<file path="src/rtl/seg7_scan_capture.sv">
`default_nettype none
// ============================================================================
//  Module   : seg7_scan_capture
//  Purpose  : Receive-side monitor for a 4-digit multiplexed seven-segment
//             bus. Each digit slot is captured once it has settled, and its
//             glyph is decoded back to a hex nibble. A complete 16-bit word
//             is published once all four slots have been seen.
//  Ports    : clk          system clock, rising edge
//             reset        asynchronous, active-high reset
//             segments     active-low glyph {A,B,C,D,E,F,G} (bit 6 = A)
//             anodes       active-low digit select (bit 0 = rightmost)
//             value        last complete frame, nibble k from anode k
//             frame_valid  one-cycle pulse when value updates
//             digit_err    one-cycle pulse on undecodable settled glyph
//             err_count    saturating digit_err counter (optional)
//  Options  : SEG7_CAP_ERRCNT_EN - adds err_count output and counter
//  Revision : 1.0 - initial release
// ============================================================================
module seg7_scan_capture #(
    parameter int SETTLE_CYCLES = 4
) (
    input  logic        clk,
    input  logic        reset,
    input  logic [6:0]  segments,
    input  logic [3:0]  anodes,
    output logic [15:0] value,
    output logic        frame_valid,
    output logic        digit_err
`ifdef SEG7_CAP_ERRCNT_EN
    ,
    output logic [7:0]  err_count
`endif
);

    localparam logic [7:0] c_cnt_sat = 8'(SETTLE_CYCLES);
    localparam logic [7:0] c_cnt_cap = 8'(SETTLE_CYCLES - 1);

    typedef enum logic [0:0] {
        ST_SCAN = 1'b0,
        ST_HOLD = 1'b1
    } state_t;

    state_t      r_state;
    logic [10:0] r_smp;
    logic [7:0]  r_cnt;
    logic [3:0]  r_seen;
    logic [15:0] r_shadow;

    logic [10:0] w_in;
    logic        w_same;
    logic        w_capture;
    logic        w_slot_ok;
    logic [1:0]  w_slot;
    logic        w_glyph_ok;
    logic [3:0]  w_nib;
    logic [3:0]  w_seen_next;
    logic [15:0] w_shadow_next;
    logic        w_accept;
    logic        w_reject;

    // Returns {valid, nibble} for an active-low glyph.
    function automatic logic [4:0] decode_glyph(input logic [6:0] g);
        logic [4:0] r;
        case (g)
            7'h01:   r = {1'b1, 4'h0};
            7'h4F:   r = {1'b1, 4'h1};
            7'h12:   r = {1'b1, 4'h2};
            7'h06:   r = {1'b1, 4'h3};
            7'h4C:   r = {1'b1, 4'h4};
            7'h24:   r = {1'b1, 4'h5};
            7'h20:   r = {1'b1, 4'h6};
            7'h0F:   r = {1'b1, 4'h7};
            7'h00:   r = {1'b1, 4'h8};
            7'h04:   r = {1'b1, 4'h9};
            7'h08:   r = {1'b1, 4'hA};
            7'h60:   r = {1'b1, 4'hB};
            7'h31:   r = {1'b1, 4'hC};
            7'h42:   r = {1'b1, 4'hD};
            7'h30:   r = {1'b1, 4'hE};
            7'h38:   r = {1'b1, 4'hF};
            default: r = 5'b0_0000;
        endcase
        return r;
    endfunction

    assign w_in = {anodes, segments};

    // Comparing the incoming word against smp is the same as asking whether
    // smp is about to differ from its previous value, so the counter clears
    // on the very edge the sample changes. This puts the capture event at
    // edge t+SETTLE_CYCLES for inputs first sampled at edge t.
    assign w_same    = (w_in == r_smp);
    assign w_capture = (r_state == ST_SCAN) && w_same && (r_cnt == c_cnt_cap);

    always_comb begin
        w_slot_ok = 1'b0;
        w_slot    = 2'd0;
        case (r_smp[10:7])
            4'b1110: begin w_slot_ok = 1'b1; w_slot = 2'd0; end
            4'b1101: begin w_slot_ok = 1'b1; w_slot = 2'd1; end
            4'b1011: begin w_slot_ok = 1'b1; w_slot = 2'd2; end
            4'b0111: begin w_slot_ok = 1'b1; w_slot = 2'd3; end
            default: begin w_slot_ok = 1'b0; w_slot = 2'd0; end
        endcase
        {w_glyph_ok, w_nib} = decode_glyph(r_smp[6:0]);
        w_seen_next   = r_seen | (4'b0001 << w_slot);
        w_shadow_next = r_shadow;
        w_shadow_next[{w_slot, 2'b00} +: 4] = w_nib;
        w_accept = w_capture && w_slot_ok && w_glyph_ok;
        w_reject = w_capture && w_slot_ok && !w_glyph_ok;
    end

    always_ff @(posedge clk or posedge reset) begin
        if (reset) begin
            r_state     <= ST_SCAN;
            r_smp       <= 11'h000;
            r_cnt       <= 8'd0;
            r_seen      <= 4'h0;
            r_shadow    <= 16'h0000;
            value       <= 16'h0000;
            frame_valid <= 1'b0;
            digit_err   <= 1'b0;
`ifdef SEG7_CAP_ERRCNT_EN
            err_count   <= 8'd0;
`endif
        end else begin
            r_smp       <= w_in;
            frame_valid <= 1'b0;
            digit_err   <= 1'b0;

            if (!w_same) begin
                r_cnt <= 8'd0;
            end else if (r_cnt < c_cnt_sat) begin
                r_cnt <= r_cnt + 8'd1;
            end

            // HOLD guarantees a long dwell is evaluated only once.
            case (r_state)
                ST_SCAN: if (w_capture) r_state <= ST_HOLD;
                ST_HOLD: if (!w_same)   r_state <= ST_SCAN;
                default: r_state <= ST_SCAN;
            endcase

            if (w_accept) begin
                r_shadow <= w_shadow_next;
                if (w_seen_next == 4'hF) begin
                    value       <= w_shadow_next;
                    frame_valid <= 1'b1;
                    r_seen      <= 4'h0;
                end else begin
                    r_seen      <= w_seen_next;
                end
            end

            if (w_reject) begin
                digit_err <= 1'b1;
            end

`ifdef SEG7_CAP_ERRCNT_EN
            if (w_reject && (err_count != 8'hFF)) begin
                err_count <= err_count + 8'd1;
            end
`endif
        end
    end

endmodule
`default_nettype wire

</file>
<file path="config.mk">
export PLATFORM = sky130hd
export DESIGN_NAME = seg7_scan_capture
export DESIGN_NICKNAME = d
export VERILOG_FILES = /design/src/rtl/seg7_scan_capture.sv
export SDC_FILE = /design/constraint.sdc
export NUM_CORES = 1
export LEC_CHECK = 0
export BUFFER_PORTS_ARGS = -buffer_cell sky130_fd_sc_hd__buf_2
export CAP_MARGIN = 20
export CORE_ASPECT_RATIO = 1.5
export CORE_MARGIN = 1.5
export CORE_UTILIZATION = 53
export DETAILED_ROUTE_END_ITERATION = 7
export PLACE_DENSITY = 0.86
export REMOVE_ABC_BUFFERS = 1
export SYNTH_ARGS = -nofsm -noshare
export SYNTH_HDL_FRONTEND = slang
export SYNTH_SLANG_ARGS = --single-unit
</file>
<file path="constraint.sdc">
create_clock -name clk -period 2.3 [get_ports clk]
set_clock_uncertainty 0.15 [all_clocks]
set_input_delay 0.345 -clock clk [delete_from_list [all_inputs] [get_ports clk]]
set_output_delay 0.345 -clock clk [all_outputs]
set_load 0.02 [all_outputs]
</file>
==> summary.txt <==
Timing
  • Fin Setup TNS: -1.23 ns
  • Unrepaired setup endpoints after global routing: yes
  • Setup slack after layout: -0.0858 ns
  • Rel. slew slack: 75.5%
  • Final period util: 104%
  • Final period demand of the worst path: 2.39 ns
  • Max-slew violations: 0
  • Final count of negative-setup-slack endpoints: 17
  • Final hold vios: 0
  • Fmax: 0.419 GHz
  • Worst-Margin Slew: 0.363 ns

Clock tree
  • CTS buffer count: 9
  • CTS clock-pin slew for the worst setup and hold paths: 0.06 ns
  • H-tree Lvls: 3
  • Clock root buffer: clkbuf_8
  • Worst skew pair latency: 0.34 ns
  • Maximum clock insertion buffer count: 2
  • CTS Sinks: 58
  • CTS tree: yes

Finish
  • Most frequent cells in the layout: dfrtp_1 (53), buf_4 (43), buf_2 (30), inv_1 (22), nor2_1 (18)
  • Util after Layout: 74.0%
  • Non-Filler Instances: 436
  • # fillers: 379
  • Fraction of layout cells with a size suffix above 1: 41.0%
  • Net total in the final layout: 383
  • Area Overhead vs Synth: 33.8%
  • Ant. Diodes: 0
  • Most common cell after layout, fill and taps aside: dfrtp_1

Hold path
  • HP Class: reg2reg
  • HP Start: r_cnt[6]$_DFFE_PP0P_

Logic synthesis
  • Post-synth cell types: 51
  • Ys Warns: 0
  • Post-synth top flop: dfrtp_1
  • Seq/Total Area, Yosys: 47.4%
  • Synth async-reset ratio: 100%
  • Synth Register Bits: 58
  • Number of synthesized flops with an enable pin: 0
  • Post-Syn Area: 3060 µm²
  • Cell count after synthesis: 275
  • Synth Area per Inst: 11.1 µm²

Die
  • DIE WIDTH: 65.1 µm
  • Rows: 33
  • Core area: 5530 µm²
  • Starting Density: 55.3%
  • I/O pin count: 31
  • Die Ht: 96.1 µm
  • Die area: 6250 µm²

Job
  • Max cap viols: 0

Route
  • Drt wl/cell: 18.5 µm
  • DR DRC count: 0
  • Total vias in the final route: 2539
  • Starting DRC count in detailed routing: 132
  • Vias per inst: 5.82
  • Routed Antenna Nets: 0
  • Post-Route WL: 8050 µm
  • DRT Pass-1 Iters: 5

Global routing
  • Largest net degree at the start of global routing: 28
  • Initial antenna violation count: 0
  • Gr usage total: 26.6%
  • GRT Residual Overflow: 0
  • GR peak layer: met2
  • Global-route wire length before repair: 12400 µm
  • Grt met1 use: 28.5%
  • Number of global-route vias before repair: 2617
  • Met3 Use GR: 3.63%
  • Grt met2 use: 48.8%

Placed design
  • Pre-CTS setup slack: -0.0559 ns
  • Dpl hpwl: 4940 µm
  • Placed cell count: 399
  • Port Buf Inserts: 30
  • RePlAce Congestion: 0.898

Power and ir drop
  • Leakage: 0.00188 µW
  • Pwr per Cell Area: 551 nW/µm²
  • Max VDD drop: 448 µV

Setup path
  • Worst setup path startpoint: r_smp[10]$_DFF_PP0_
  • RR Startpoint: r_smp[10]$_DFF_PP0_
  • Worst path slowest cell: dfrtp_2
  • Crit path max fanout: 8
  • CP peak stage delay: 0.46 ns
  • CP cell instances: xor2_2 > nand3_4 > inv_4 > ha_4 > o22ai_2 > nor2_2 > and4_4 > buf_12 > mux2_4
  • CP Class: reg2reg
  • Delay-heaviest family, CP: simple AND/OR/NAND/NOR gates
  • Crit path required time: 2.38 ns
  • Setup crit start kind: flip-flop
  • CP bufs+invs: 2
  • Crit path DAT: 2.46 ns
  • Worst setup EP type: flip-flop

Run status
  • Outcome: finished, violations left
  • Failing checks: negative setup slack
timing repair:
action	CTS	global route
resized for setup	8	31
hold endpoints to repair	25	0
hold buffers	12	0
pin swaps	3	9
gates cloned	0	0
endpoints found under the setup margin	32	31
buffers inserted	3	7
synthesized netlist by cell type, types with 2 or more instances:
cell type | instances | area [µm²]
inv_1 | 25 | 93.8
buf_2 | 4 | 20.0
a21oi_1 | 7 | 35.0
mux2_4 | 16 | 240
nor2_1 | 19 | 71.3
nand2b_1 | 5 | 31.3
or2_1 | 2 | 12.5
dfrtp_1 | 58 | 1450
nor3_1 | 5 | 25.0
a22o_1 | 3 | 26.3
buf_4 | 3 | 22.5
o22ai_1 | 19 | 119
a21o_1 | 2 | 15.0
nand3_1 | 10 | 50.1
nor4_1 | 4 | 25.0
nand4b_1 | 2 | 17.5
a311oi_1 | 2 | 17.5
a31oi_1 | 4 | 25.0
ha_1 | 8 | 100
buf_6 | 3 | 33.8
or2_2 | 3 | 18.8
and4_1 | 2 | 17.5
nand3b_1 | 2 | 15.0
o2bb2ai_1 | 12 | 105
nand3_2 | 3 | 30.0
nand2_1 | 6 | 22.5
nor2b_1 | 2 | 12.5
and2_1 | 7 | 43.8
xor2_1 | 14 | 123
nor4b_1 | 2 | 17.5
routing by layer:
layer | vias to the layer above | part of all wire (%) | routed length (µm)
met1 | 1273 | 37 | 2990
met2 | 81 | 54 | 4390
met4 | 0 | 4.4 | 352
met3 | 27 | 4.1 | 328
li1 | 1158 | - | -
met5 | - | 0 | 0
metrics by stage:
stage / cell area [µm²] / hold WS, ns / total power, µW
global placement: 3510 / 0.172 / 1240
CTS: 3880 / 0.341 / 2220
detailed placement: 3510 / 0.180 / 1240
global route: 4100 / 0.355 / 2340
finish: 4100 / 0.343 / 2260
floorplan: 2970 / 0.226 / 1160
state kept, by name, summed over array words and instances (netlist names):
| register | count |
|---|---|
| r_smp | 11 |
| r_state | 1 |
| r_cnt | 8 |
| frame_valid | 1 |
| r_seen | 4 |
| digit_err | 1 |
| r_shadow | 16 |
| value | 16 |
area by class of cell:
| cell class | instances | area [µm²] | area share (%) |
|---|---|---|---|
| multi-input combinational | 180 | 1590 | 38.9 |
| sequential | 58 | 1460 | 35.6 |
| timing repair buffer | 88 | 653 | 15.9 |
| clock buffer | 13 | 169 | 4.12 |
| inverter | 25 | 98.8 | 2.41 |
| tap | 70 | 87.6 | 2.14 |
| clock inverter | 2 | 35.0 | 0.855 |
kinds of logic (layout without fill, tap and decap cells):
kind of cell    after synthesis  after routing  synth area share (%)
simple gates                 82             82                  16.6
compound gates               58             58                  14.1
flops                        58             58                  47.4
buf+inv                      37            128                  6.17
mux                          17             17                  8.17
xor+xnor                     15             15                  4.29
fa+ha+maj                     8              8                  3.27
final timing paths:
path / to / slack, ns / cells past startpoint
max: value[5]$_DFFE_PP0P_ / -0.09 / 9
min: r_cnt[6]$_DFFE_PP0P_ / 0.34 / 1
max reg2reg: value[5]$_DFFE_PP0P_ / -0.09 / 9
min reg2reg: r_cnt[6]$_DFFE_PP0P_ / 0.34 / 1
max in group asynchronous: r_smp[10]$_DFF_PP0_ / 1.05 / 4
min in group asynchronous: r_cnt[5]$_DFFE_PP0P_ / 0.37 / 3
power by group:
part | switching (µW) | internal, µW
clock network | 387 | 581
logic | 129 | 103
registers | 23.6 | 1030
total | 540 | 1720
Note: power is estimated with default switching activity, not from simulation.
